[config.mk]
export PLATFORM = sky130hd
export DESIGN_NAME = seq_updown_modn
export DESIGN_NICKNAME = d
export VERILOG_FILES = /design/src/rtl/seq_updown_modn.sv
export SDC_FILE = /design/constraint.sdc
export NUM_CORES = 1
export LEC_CHECK = 0
export CORE_AREA = 2 2 39 41
export CTS_BUF_LIST = sky130_fd_sc_hd__clkbuf_8
export DETAILED_ROUTE_END_ITERATION = 16
export DIE_AREA = 0 0 41 43
export PLACE_DENSITY = 0.53
export SKIP_CTS_REPAIR_TIMING = 1
export SYNTH_ARGS = -nofsm -noshare
export SYNTH_HDL_FRONTEND = slang
export SYNTH_SLANG_ARGS = --single-unit
[constraint.sdc]
create_clock -name clk -period 1.4 [get_ports clk]
set_clock_uncertainty 0.05 [all_clocks]
set_input_delay 0.28 -clock clk [delete_from_list [all_inputs] [get_ports clk]]
set_output_delay 0.28 -clock clk [all_outputs]
set_load 0.01 [all_outputs]
[src/rtl/seq_updown_modn.sv]
// ============================================================================
// seq_updown_modn : modulo-MOD up/down state counter with match decode,
//                   synchronous load, load-error flag and wrap-event pulses.
// Rev 1.0
// ============================================================================
`default_nettype none

module seq_updown_modn #(
  parameter int MOD      = 4,
  parameter int W        = $clog2(MOD),
  parameter int MATCH    = MOD - 1,
  parameter bit WRAP_REG = 1'b1
) (
  input  logic         clk,
  input  logic         rst,
  input  logic         en,
  input  logic         A,
  input  logic         load,
  input  logic [W-1:0] load_val,
  output logic [W-1:0] cnt,
  output logic         Y,
  output logic         wrap_up,
  output logic         wrap_dn,
  output logic         load_err
);

  localparam logic [W:0]   C_MOD   = (W+1)'(MOD);
  localparam logic [W-1:0] C_TOP   = W'(MOD - 1);
  localparam logic [W-1:0] C_MATCH = W'(MATCH);
  localparam logic [W-1:0] C_ONE   = W'(1);

  logic [W-1:0] cnt_q, cnt_d;
  logic         load_err_q;
  logic         w_load_ok, w_oor, w_at_top, w_at_zero;
  logic         w_wrap_up_evt, w_wrap_dn_evt;

  // One extra bit so MOD itself is representable when MOD == 2**W.
  assign w_load_ok = ({1'b0, load_val} < C_MOD);
  assign w_oor     = ({1'b0, cnt_q} >= C_MOD);
  assign w_at_top  = (cnt_q == C_TOP);
  assign w_at_zero = (cnt_q == '0);

  assign w_wrap_up_evt = en & ~load & ~A & w_at_top;
  assign w_wrap_dn_evt = en & ~load &  A & w_at_zero;

  always_comb begin
    cnt_d = cnt_q;
    if (load) begin
      if (w_load_ok) cnt_d = load_val;
    end else if (w_oor) begin
      cnt_d = '0;
    end else if (en) begin
      if (A) cnt_d = w_at_zero ? C_TOP : (cnt_q - C_ONE);
      else   cnt_d = w_at_top  ? '0    : (cnt_q + C_ONE);
    end
  end

  always_ff @(posedge clk) begin
    if (rst) begin
      cnt_q      <= '0;
      load_err_q <= 1'b0;
    end else begin
      cnt_q      <= cnt_d;
      load_err_q <= load & ~w_load_ok;
    end
  end

  generate
    if (WRAP_REG) begin : g_wrap_reg
      logic wrap_up_q, wrap_dn_q;
      always_ff @(posedge clk) begin
        if (rst) begin
          wrap_up_q <= 1'b0;
          wrap_dn_q <= 1'b0;
        end else begin
          wrap_up_q <= w_wrap_up_evt;
          wrap_dn_q <= w_wrap_dn_evt;
        end
      end
      assign wrap_up = wrap_up_q;
      assign wrap_dn = wrap_dn_q;
    end else begin : g_wrap_comb
      // Flags the wrap that the coming edge will perform.
      assign wrap_up = w_wrap_up_evt;
      assign wrap_dn = w_wrap_dn_evt;
    end
  endgenerate

  assign cnt      = cnt_q;
  assign Y        = (cnt_q == C_MATCH);
  assign load_err = load_err_q;

endmodule

`default_nettype wire

---- Word-level counts from Yosys, hierarchy flattened ----
Index checks and enable logic that the tools add are counted.
W data, S select, Z words.
storage, ports and cells
  register bits ........................... 4
  output and inout bits ................... 6
  input bits .............................. 7
cells by class
  multiplexer cells ....................... 5
  add/sub/neg operators ................... 2
  reduce and logical (&&, ||, !) cells .... 2
  equal/unequal tests ..................... 1
  bitwise logic cells ..................... 7
operators by type and width
  operator               count
  $mux W2                5
  $and A1 B1 Y1          5
  $add A2 B1 Y2 const B  1
  $eq A2 B2 Y1 const B   1
  $logic_not A2 Y1       1
  $not A1 Y1             2
  $reduce_bool A2 Y1     1
  $sub A2 B1 Y2 const B  1

---- Longest topological paths before layout ----
  depth after elaboration ................. 5
  gate-level depth with buffers ........... 5
  mapped depth without buffers ............ 5

---- Worst setup path before layout ----
OpenSTA, ideal clock, no wires.
  kind .................................... reg2reg
  start ................................... register cnt_q[0] (netlist: cnt[0])
  end ..................................... register cnt_q[1] (netlist: cnt[1])
  arrival ................................. 1,291 ps
  setup slack ............................. -7 ps
  stages on the path, launching flop included .. 6
  buffers on the path ..................... 0
  required time ........................... 1,284 ps
  period minus slack after synthesis ...... 1,407 ps
  path through ............................ dfxtp_1 -> inv_1 -> ha_1 -> xnor2_1 -> a211o_1 -> a21oi_2
between the ends
  word-level cells in the longest chain between the ends .. 5
RTL lines
  what                                         RTL line  RTL
  start, declared                              32        logic [W-1:0] cnt_q, cnt_d;
  start signal, assigned                       63        cnt_q <= cnt_d;
  $add A2 B1 Y2, or another cell as far along  54        else cnt_d = w_at_top ? '0 : (cnt_q + C_ONE);
  $mux W2 (on tied branches)                   54, 53
  $mux W2 *                                    53        if (A) cnt_d = w_at_zero ? C_TOP : (cnt_q - C_ONE);
  $mux W2 *                                    52        end else if (en) begin
  $mux W2 *                                    48        if (load) begin
Mark *: on every way between the ends. The rest lies on a longest branch, timed or not. The select of a mux whose other input is x is not followed.
A chain may end at the register's enable or synchronous reset.

---- Final worst setup path ----
  start ................................... register g_wrap_reg.wrap_up_q (netlist: wrap_up)
  end ..................................... output wrap_up
RTL lines
  what                    RTL line  RTL
  start, declared         70        logic wrap_up_q, wrap_dn_q;
  start signal, assigned  76        wrap_up_q <= w_wrap_up_evt;
  end, declared           22        output logic wrap_up,
No word-level cell between the ends.

==> qor.csv <==
stage;metric;value;unit
drt;drt pass-1 iters;3;
synthesis;Mean Syn Cell Area;8.97;um2
synthesis;#FFs+latches synth;4;
worst_setup_path;Critical Path RT;1.07;ns
min_path;Hold WC Path Type;primary input to flip-flop;
worst_setup_path;Crit path largest cell delay;0.52;ns
synthesis;Netlist cell types;15;
synthesis;Mapped Nets;33;
grt;met2 Use GR;0.116;
drt;post-route ant nets;0;
power_and_ir_drop;P per Cell Area;989;mW/mm2
power_and_ir_drop;Pwr Total;457;uW
cells_and_area;layout cell share with drive strength beyond 1;0.356;
placement;buffers added on ports;11;
clock_network;insertion delay to the later sink of the worst-skew pair;0.21;ns
timing;hold_ws;0.571;ns
synthesis;Ys Warns;0;
placement;Post-Place Worst Slack;-0.0999;ns
clock_network;Sink Count;4;
floorplan;Core ar.;0.00138;mm2
clock_network;clk buf depth;2;
grt;vias in the first global route;224;
placement;Placed Area;399;um2
floorplan;Chip Height;43;um
clock_network;CTS tree;done;
timing;unrepaired setup endpoints after global routing;no;
grt;met1 usage in global routing;0.0609;
min_path;HP Start;load_val[1];
floorplan;Ports;13;
worst_setup_path;Slowest-stage cell, CP;clkdlybuf4s50_1;
grt;largest net degree at the start of global routing;5;
grt;initial antenna violation count;0;
synthesis;leading area contributor after synthesis;dfxtp_1;
synthesis;synth top area cells;dfxtp_1, ha_1, nor3_1, inv_1, a2111oi_1;
timing;fin crit period;1.36;ns
timing;final hold vios;0;
worst_setup_path;WS Path Type;flip-flop to output pin;
timing;Final setup viols;0;
cells_and_area;antenna cell count;0;
power_and_ir_drop;Pleak;0.000235;uW
cells_and_area;Area Overhead vs Synth;115;%
drt;Starting DRT DRC Count;4;
cells_and_area;fill cell count;148;
clock_network;total CTS buffers;3;
placement;DP HPWL;415;um
timing;highest clock rate;737;MHz
clock_network;Clock Root Buffer;clkbuf_8;
power_and_ir_drop;Max IR drop VDD;0.683;mV
grt;M3 GR Usage;0.0785;
worst_setup_path;CP max FO;1;
grt;total grt overflow;0;
run;max_cap viols;0;
worst_setup_path;Critical Path, Cell by Cell;clkdlybuf4s50_1;
timing;Setup TNS;0;ns
drt;final WL;496;um
timing;post-route setup slack;0.0435;ns
timing;crit share post-route;0.969;
clock_network;CTS clk-pin slew, worst paths;0.03;ns
floorplan;Die Wd;41;um
worst_setup_path;startpoint types;flip-flop;
cells_and_area;most frequent cells in the layout;clkdlybuf4s50_1, buf_4;
grt;first-pass GRT wire length;800;um
worst_setup_path;Worst Path Buf+Inv;1;
floorplan;initial core utilization;0.156;
worst_setup_path;Crit. Startpoint;wrap_up;
worst_setup_path;reg2reg start;cnt[1];
floorplan;die outline area;0.00176;mm2
drt;Via density;3.79;
grt;gr busiest metal;met2;
worst_setup_path;delay-heaviest family, CP;buffers and inverters;
timing;Final Max Slew Viols;0;
clock_network;H-tree depth;1;
worst_setup_path;CP Capture Type;output pin;
drt;drt wl/cell;8.13;um
drt;total vias in the final route;231;
synthesis;Yosys top cell area share;0.372;
grt;GRT Overall Usage;0.0742;
cells_and_area;Nets;56;
placement;Routability Congestion;0.817;
synthesis;synthesized area;215;um2
drt;DRC violations left;0;
run_status;status;finished, final reports clean;
floorplan;row count;14;
synthesis;Seq/Total Area, Yosys;0.372;
worst_setup_path;Critical Path AT;1.03;ns
cells_and_area;post-route cell area;462;um2
synthesis;post-synthesis cell count;24;
## layer usage
metal	vias up	part of all wire
met5	-	0
met4	0	0
met3	0	0.083
met2	11	0.51
met1	99	0.40
li1	121	-
## report_power, final
group	switching, uW	leakage, uW	total (uW)	internal (uW)
Sequential	4.23	0.0000333	126	121
Combinational	34.9	0.000180	93.4	58.4
Clock	54.9	0.0000216	238	183
## registers in the layout (all words and copies together) (netlist names)
name     flops
wrap_up      1
wrap_dn      1
cnt          2
## logic make-up (layout without fill, tap and decap cells)
logic type	count (synthesis)	in the layout	share of synthesized area
and+or+nand+nor	8	8	0.198
AOI/OAI and AO/OA	4	4	0.169
DFF	4	4	0.372
buffers and inverters	4	25	0.0872
adders and majority gates	2	2	0.116
other	1	1	0.0174
xor gates and xnor gates	1	1	0.0407
## per-stage QoR
stage                util  cells
detailed placement  0.288     58
global placement    0.288     58
global route        0.334     61
CTS                 0.318     61
floorplan               -     24
finish              0.334     61
## Yosys cell counts, drive strengths merged
master / number
nor3: 3
or2b: 1
xnor2: 1
a211o: 1
ha: 2
conb: 1
buf: 1
a21oi: 1
nand2b: 1
a221oi: 1
nand2: 2
a2111oi: 1
dfxtp: 4
nor2: 1
inv: 3
## cell type report
type / instances / area [um2] / area share
Inverter: 3 / 11.3 / 0.0244
Timing Repair Buffer: 19 / 178 / 0.385
Clock buffer: 3 / 41.3 / 0.0894
Sequential cell: 4 / 82.6 / 0.179
Tap cell: 16 / 20.0 / 0.0434
Multi-Input combinational cell: 16 / 129 / 0.279
## final timing paths
kind | end | slack, ns | cells after the start
max | wrap_up | 0.04 | 1
min | cnt[1] | 0.57 | 3
max reg2reg | cnt[1] | 0.13 | 5
min reg2reg | wrap_dn | 0.65 | 4
(Power assumes the default switching activity.)
==> RTL edit 1 (config.mk and constraints unchanged) <==
Reset style: asynchronous (`rst`), changed in 2 clocked blocks.
--- a/src/rtl/seq_updown_modn.sv
+++ b/src/rtl/seq_updown_modn.sv
@@ -56,5 +56,5 @@
   end
 
-  always_ff @(posedge clk) begin
+  always_ff @(posedge clk or posedge rst) begin
     if (rst) begin
       cnt_q      <= '0;
@@ -69,5 +69,5 @@
     if (WRAP_REG) begin : g_wrap_reg
       logic wrap_up_q, wrap_dn_q;
-      always_ff @(posedge clk) begin
+      always_ff @(posedge clk or posedge rst) begin
         if (rst) begin
           wrap_up_q <= 1'b0;
Check against the original RTL: differs if rst is asserted again (counterexample within 4 cycles, from zero or initial values and one cycle with rst high); with rst held inactive, the same outputs for 10 cycles.
==> RTL edit 1 against the unedited design <==
Power rose by 11%. Design area is 0.27% higher. Area after synthesis rose by 10%. Global-route usage up 1.1 points. Sequential cell count did not move. Die area stayed put. Worst setup slack gained 17 ps. Wire length is 10% higher.
==> RTL edit 1: results (changes against the unedited design) <==
status = finished, final reports clean
Cells after DPL = 55 (-5.2%)
top cells by area, synth = dfrtp_1, ha_1, o41ai_2
via count = 227 (-1.7%)
# diodes = 0 (unchanged)
GP Congestion = 0.716 (-12%)
H-tree lvl count = 1 (unchanged)
global-route wire length before repair = 897 µm (+12%)
Post-Syn Area per Cell = 9.91 µm² (+10%)
Critical Path AT = 1010 ps (-20 ps)
Worst-path clk slew = 30 ps (about the same)
Detailed Route WL = 547 µm (+10%)
Placed Area = 398 µm² (-0.31%)
layout cells sized above 1 = 23.3% (-12 points)
hold_ws = 209 ps (-362 ps)
worst min-delay path category = in -> async
r2r worst-path depth = 5 (unchanged)
most frequent cells after synthesis = dfrtp_1, inv_1, nand2_1
R2R Setup Slk = 90 ps (-40 ps)
Worst Path Max Fanout = 3 (+2)
CP max-delay cell = dfrtp_1
Fillers = 142 (-4.1%)
drt wl/cell = 9.27 µm (+14%)
Crit path max-delay family = buffers and inverters
leakage = 0.292 nW (+24%)
VDD IR-drop max = 0.898 mV (+31%)
largest net degree at the start of global routing = 7 (+2)
TritonRoute pass-1 iters = 3 (unchanged)
vias in the first global route = 214 (-4.5%)
register area = 100 µm² (+21%)
Largest register FFs = 2 (unchanged)
fin nets = 54 (-3.6%)
Total GRT Usage = 8.56% (+1.1 points)
Seq/Total Area, Yosys = 42.1% (+4.9 points)
switching share of power = 23.2% (+2.6 points)
initial drt markers = 3 (-1)
async set-reset flop share out of synthesis = 100% (+100 points)
max incr delay on CP = 380 ps (-140 ps)
## RTL edit 1: layout make-up
type	instances	share of cell area, %
Timing Repair Buffer	17	37.0
Multi-Input combinational cell	16	25.7
Sequential cell	4	21.6
Clock buffer	3	8.92
Tap cell	16	4.32
Inverter	3	2.43
## RTL edit 1: per-stage QoR
step	setup WS, ps	total power, mW	setup TNS, ps
after global routing	-4.61	0.545	-8.43
after CTS	-212	0.511	-500
after floorplan	117	0.191	0
after global placement	12.0	0.266	0
final	60.6	0.509	0
after detailed placement	14.1	0.265	0
## RTL edit 1: final timing paths
kind	endpoint	start
worst max-delay path	cnt[0]	cnt[0]
worst min-delay path	wrap_dn	rst
worst max register to register	cnt[0]	cnt[0]
worst min register to register	cnt[1]	cnt[1]
max in group asynchronous	cnt[1]	rst
min in group clk	cnt[0]	load_val[0]
## RTL edit 1: power groups by stage
stage	logic [mW]	registers, mW	clock network (mW)
after floorplan	0.0497	0.141	0
after global placement	0.134	0.132	0
after detailed placement	0.133	0.132	0
after CTS	0.135	0.131	0.245
after global routing	0.152	0.133	0.259
final	0.138	0.131	0.240
## RTL edit 1: cells by family (layout without fill, tap and decap cells)
kind of cell / after synthesis / in the layout / share of synthesized area, %
other: 1 / 1 / 1.58
adders and majority gates: 2 / 2 / 10.5
muxes: 1 / 1 / 4.21
and+or+nand+nor: 8 / 8 / 19.0
AOI/OAI and AO/OA: 3 / 3 / 11.1
xor gates and xnor gates: 1 / 1 / 3.68
DFF: 4 / 4 / 42.1
buffers and inverters: 4 / 23 / 7.90
## RTL edit 1: per-layer routing
metal	share of wire (%)	global-route usage (%)	up-vias	routed length, µm
li1	-	-	117	-
met1	44	9.42	97	238
met2	39	9.69	13	211
met3	18	9.95	0	97
met4	0	4.00	0	0
met5	0	0	-	0
==> RTL edit 2 (same settings) <==
Without the edit above. Set the parameter `WRAP_REG` to 1'b0 (it was 1'b1).
--- a/src/rtl/seq_updown_modn.sv
+++ b/src/rtl/seq_updown_modn.sv
@@ -10,5 +10,5 @@
   parameter int W        = $clog2(MOD),
   parameter int MATCH    = MOD - 1,
-  parameter bit WRAP_REG = 1'b1
+  parameter bit WRAP_REG = 1'b0
 ) (
   input  logic         clk,
Formal check against the unedited RTL: not equivalent (Yosys sat finds a counterexample within 4 cycles, from zero or initial values and one cycle with rst high).
==> RTL edit 2 against the unedited design <==
Combinational power is 11% lower. Area after synthesis is 20% lower. First-iteration DRC count is 100% lower. Power is 19% lower. Wire length is 11% lower. Worst setup slack better by 6.9 ps. Sequential cell count is 2 lower. Design area is 14% lower. Synthesized cell count is 8.3% lower. Critical path type unchanged. Highest routed layer unchanged.
==> RTL edit 2: results (changes against the unedited design) <==
Final Non-Filler Cells = 58 (-4.9%)
Cells after DPL = 55 (-5.2%)
VDD IR-drop max = 0.581 mV (-15%)
worst min-delay path category = in -> reg
r2r worst-path depth = 5 (unchanged)
clock tree buffer depth = 2 (unchanged)
FF-to-FF Start = cnt[0]
top cells by area, synth = dfxtp_1, ha_1, inv_1
global-route wire length before repair = 696 µm (-13%)
Hold Path Sink = cnt[0]
Yosys Warn Count = 0 (unchanged)
GP Congestion = 0.710 (-13%)
hold_ws = 381 ps (-190 ps)
vias in the first global route = 209 (-6.7%)
fin nets = 53 (-5.4%)
clock root cell = clkbuf_8
layout cells sized above 1 = 40.5% (+4.9 points)
CTS Buf Count = 3 (unchanged)
Crit path max-delay family = flip-flops
drt wl/cell = 7.60 µm (-6.5%)
syn_nets = 31 (-6.1%)
# diodes = 0 (unchanged)
initial antenna violation count = 0 (unchanged)
Via density = 3.59 (-5.3%)
crit path to = wrap_dn
Distinct cells, synth = 15 (unchanged)
CP Launch Point = cnt[0]
status = finished, final reports clean
Worst Hold Path Cells = 3 (unchanged)
Final HPWL DP = 356 µm (-14%)
HP Start = load
R2R Setup Slk = 70 ps (-60 ps)
initial drt markers = 0 (-4)
leakage = 0.243 nW (+3.7%)
Worst Path Max Fanout = 3 (+2)
Pint = 0.296 mW (-18%)
most frequent cells after synthesis = inv_1, nor2_1, dfxtp_1, ha_1, nand2_1
Total GRT Usage = 6.11% (-1.3 points)
I/O Buffers = 11 (unchanged)
TritonRoute pass-1 iters = 1 (-2)
Post-Syn Area per Cell = 7.85 µm² (-12%)
Seq/Total Area, Yosys = 23.2% (-14 points)
CP max-delay cell = dfxtp_2
max incr delay on CP = 330 ps (-190 ps)
FF-to-FF End = cnt[1]
Worst-path clk slew = 30 ps (about the same)
worst skew pair latency = 210 ps (about the same)
-- RTL edit 2: cells by family (layout without fill, tap and decap cells) --
kind of cell	count (synthesis)	in the layout	synth area share (%)
AND/OR/NAND/NOR	8	8	23.2
AO/OA/AOI/OAI	4	4	21.0
buffers and inverters	4	24	10.9
adder cells (fa/ha/maj)	2	2	14.5
flip-flops	2	2	23.2
other	1	1	2.17
XOR/XNOR	1	1	5.07
-- RTL edit 2: area by class of cell --
class / instances / area (µm²)
fill: 160 / 985
timing repair buffer: 18 / 168
multi-input combinational: 16 / 116
sequential: 2 / 42.5
clock buffer: 3 / 41.3
tap: 16 / 20.0
inverter: 3 / 11.3
-- RTL edit 2: worst min-delay path: cells and delay by family --
kind	cells	cell delay [ps]
buf+inv	2	240
compound gates	1	70
-- RTL edit 2: per-layer routing --
layer	track usage [%]	share of wire, %	wire (µm)	vias to the layer above
met4	4.00	0	0	0
met1	6.39	45	199	86
met2	8.13	44	192	9
met5	0	0	0	-
li1	-	-	-	113
met3	4.71	11	49	0
-- RTL edit 2: per-stage QoR --
stage | setup TNS [ps] | worst slack [ps] | area (µm²)
after floorplan | 0 | 33.7 | 174
after global placement | -1590 | -585 | 349
after detailed placement | -1580 | -584 | 349
after CTS | -1720 | -586 | 390
after global routing | 0 | 1.71 | 399
final | 0 | 50.4 | 399
-- RTL edit 2: power by group through the flow --
stage / sequential, mW / combinational [mW] / clock [mW]
floorplan: 0.0698 / 0.0333 / 0
global placement: 0.0670 / 0.0879 / 0
detailed placement: 0.0672 / 0.0886 / 0
CTS: 0.0666 / 0.0891 / 0.232
global route: 0.0675 / 0.0912 / 0.239
finish: 0.0672 / 0.0832 / 0.222
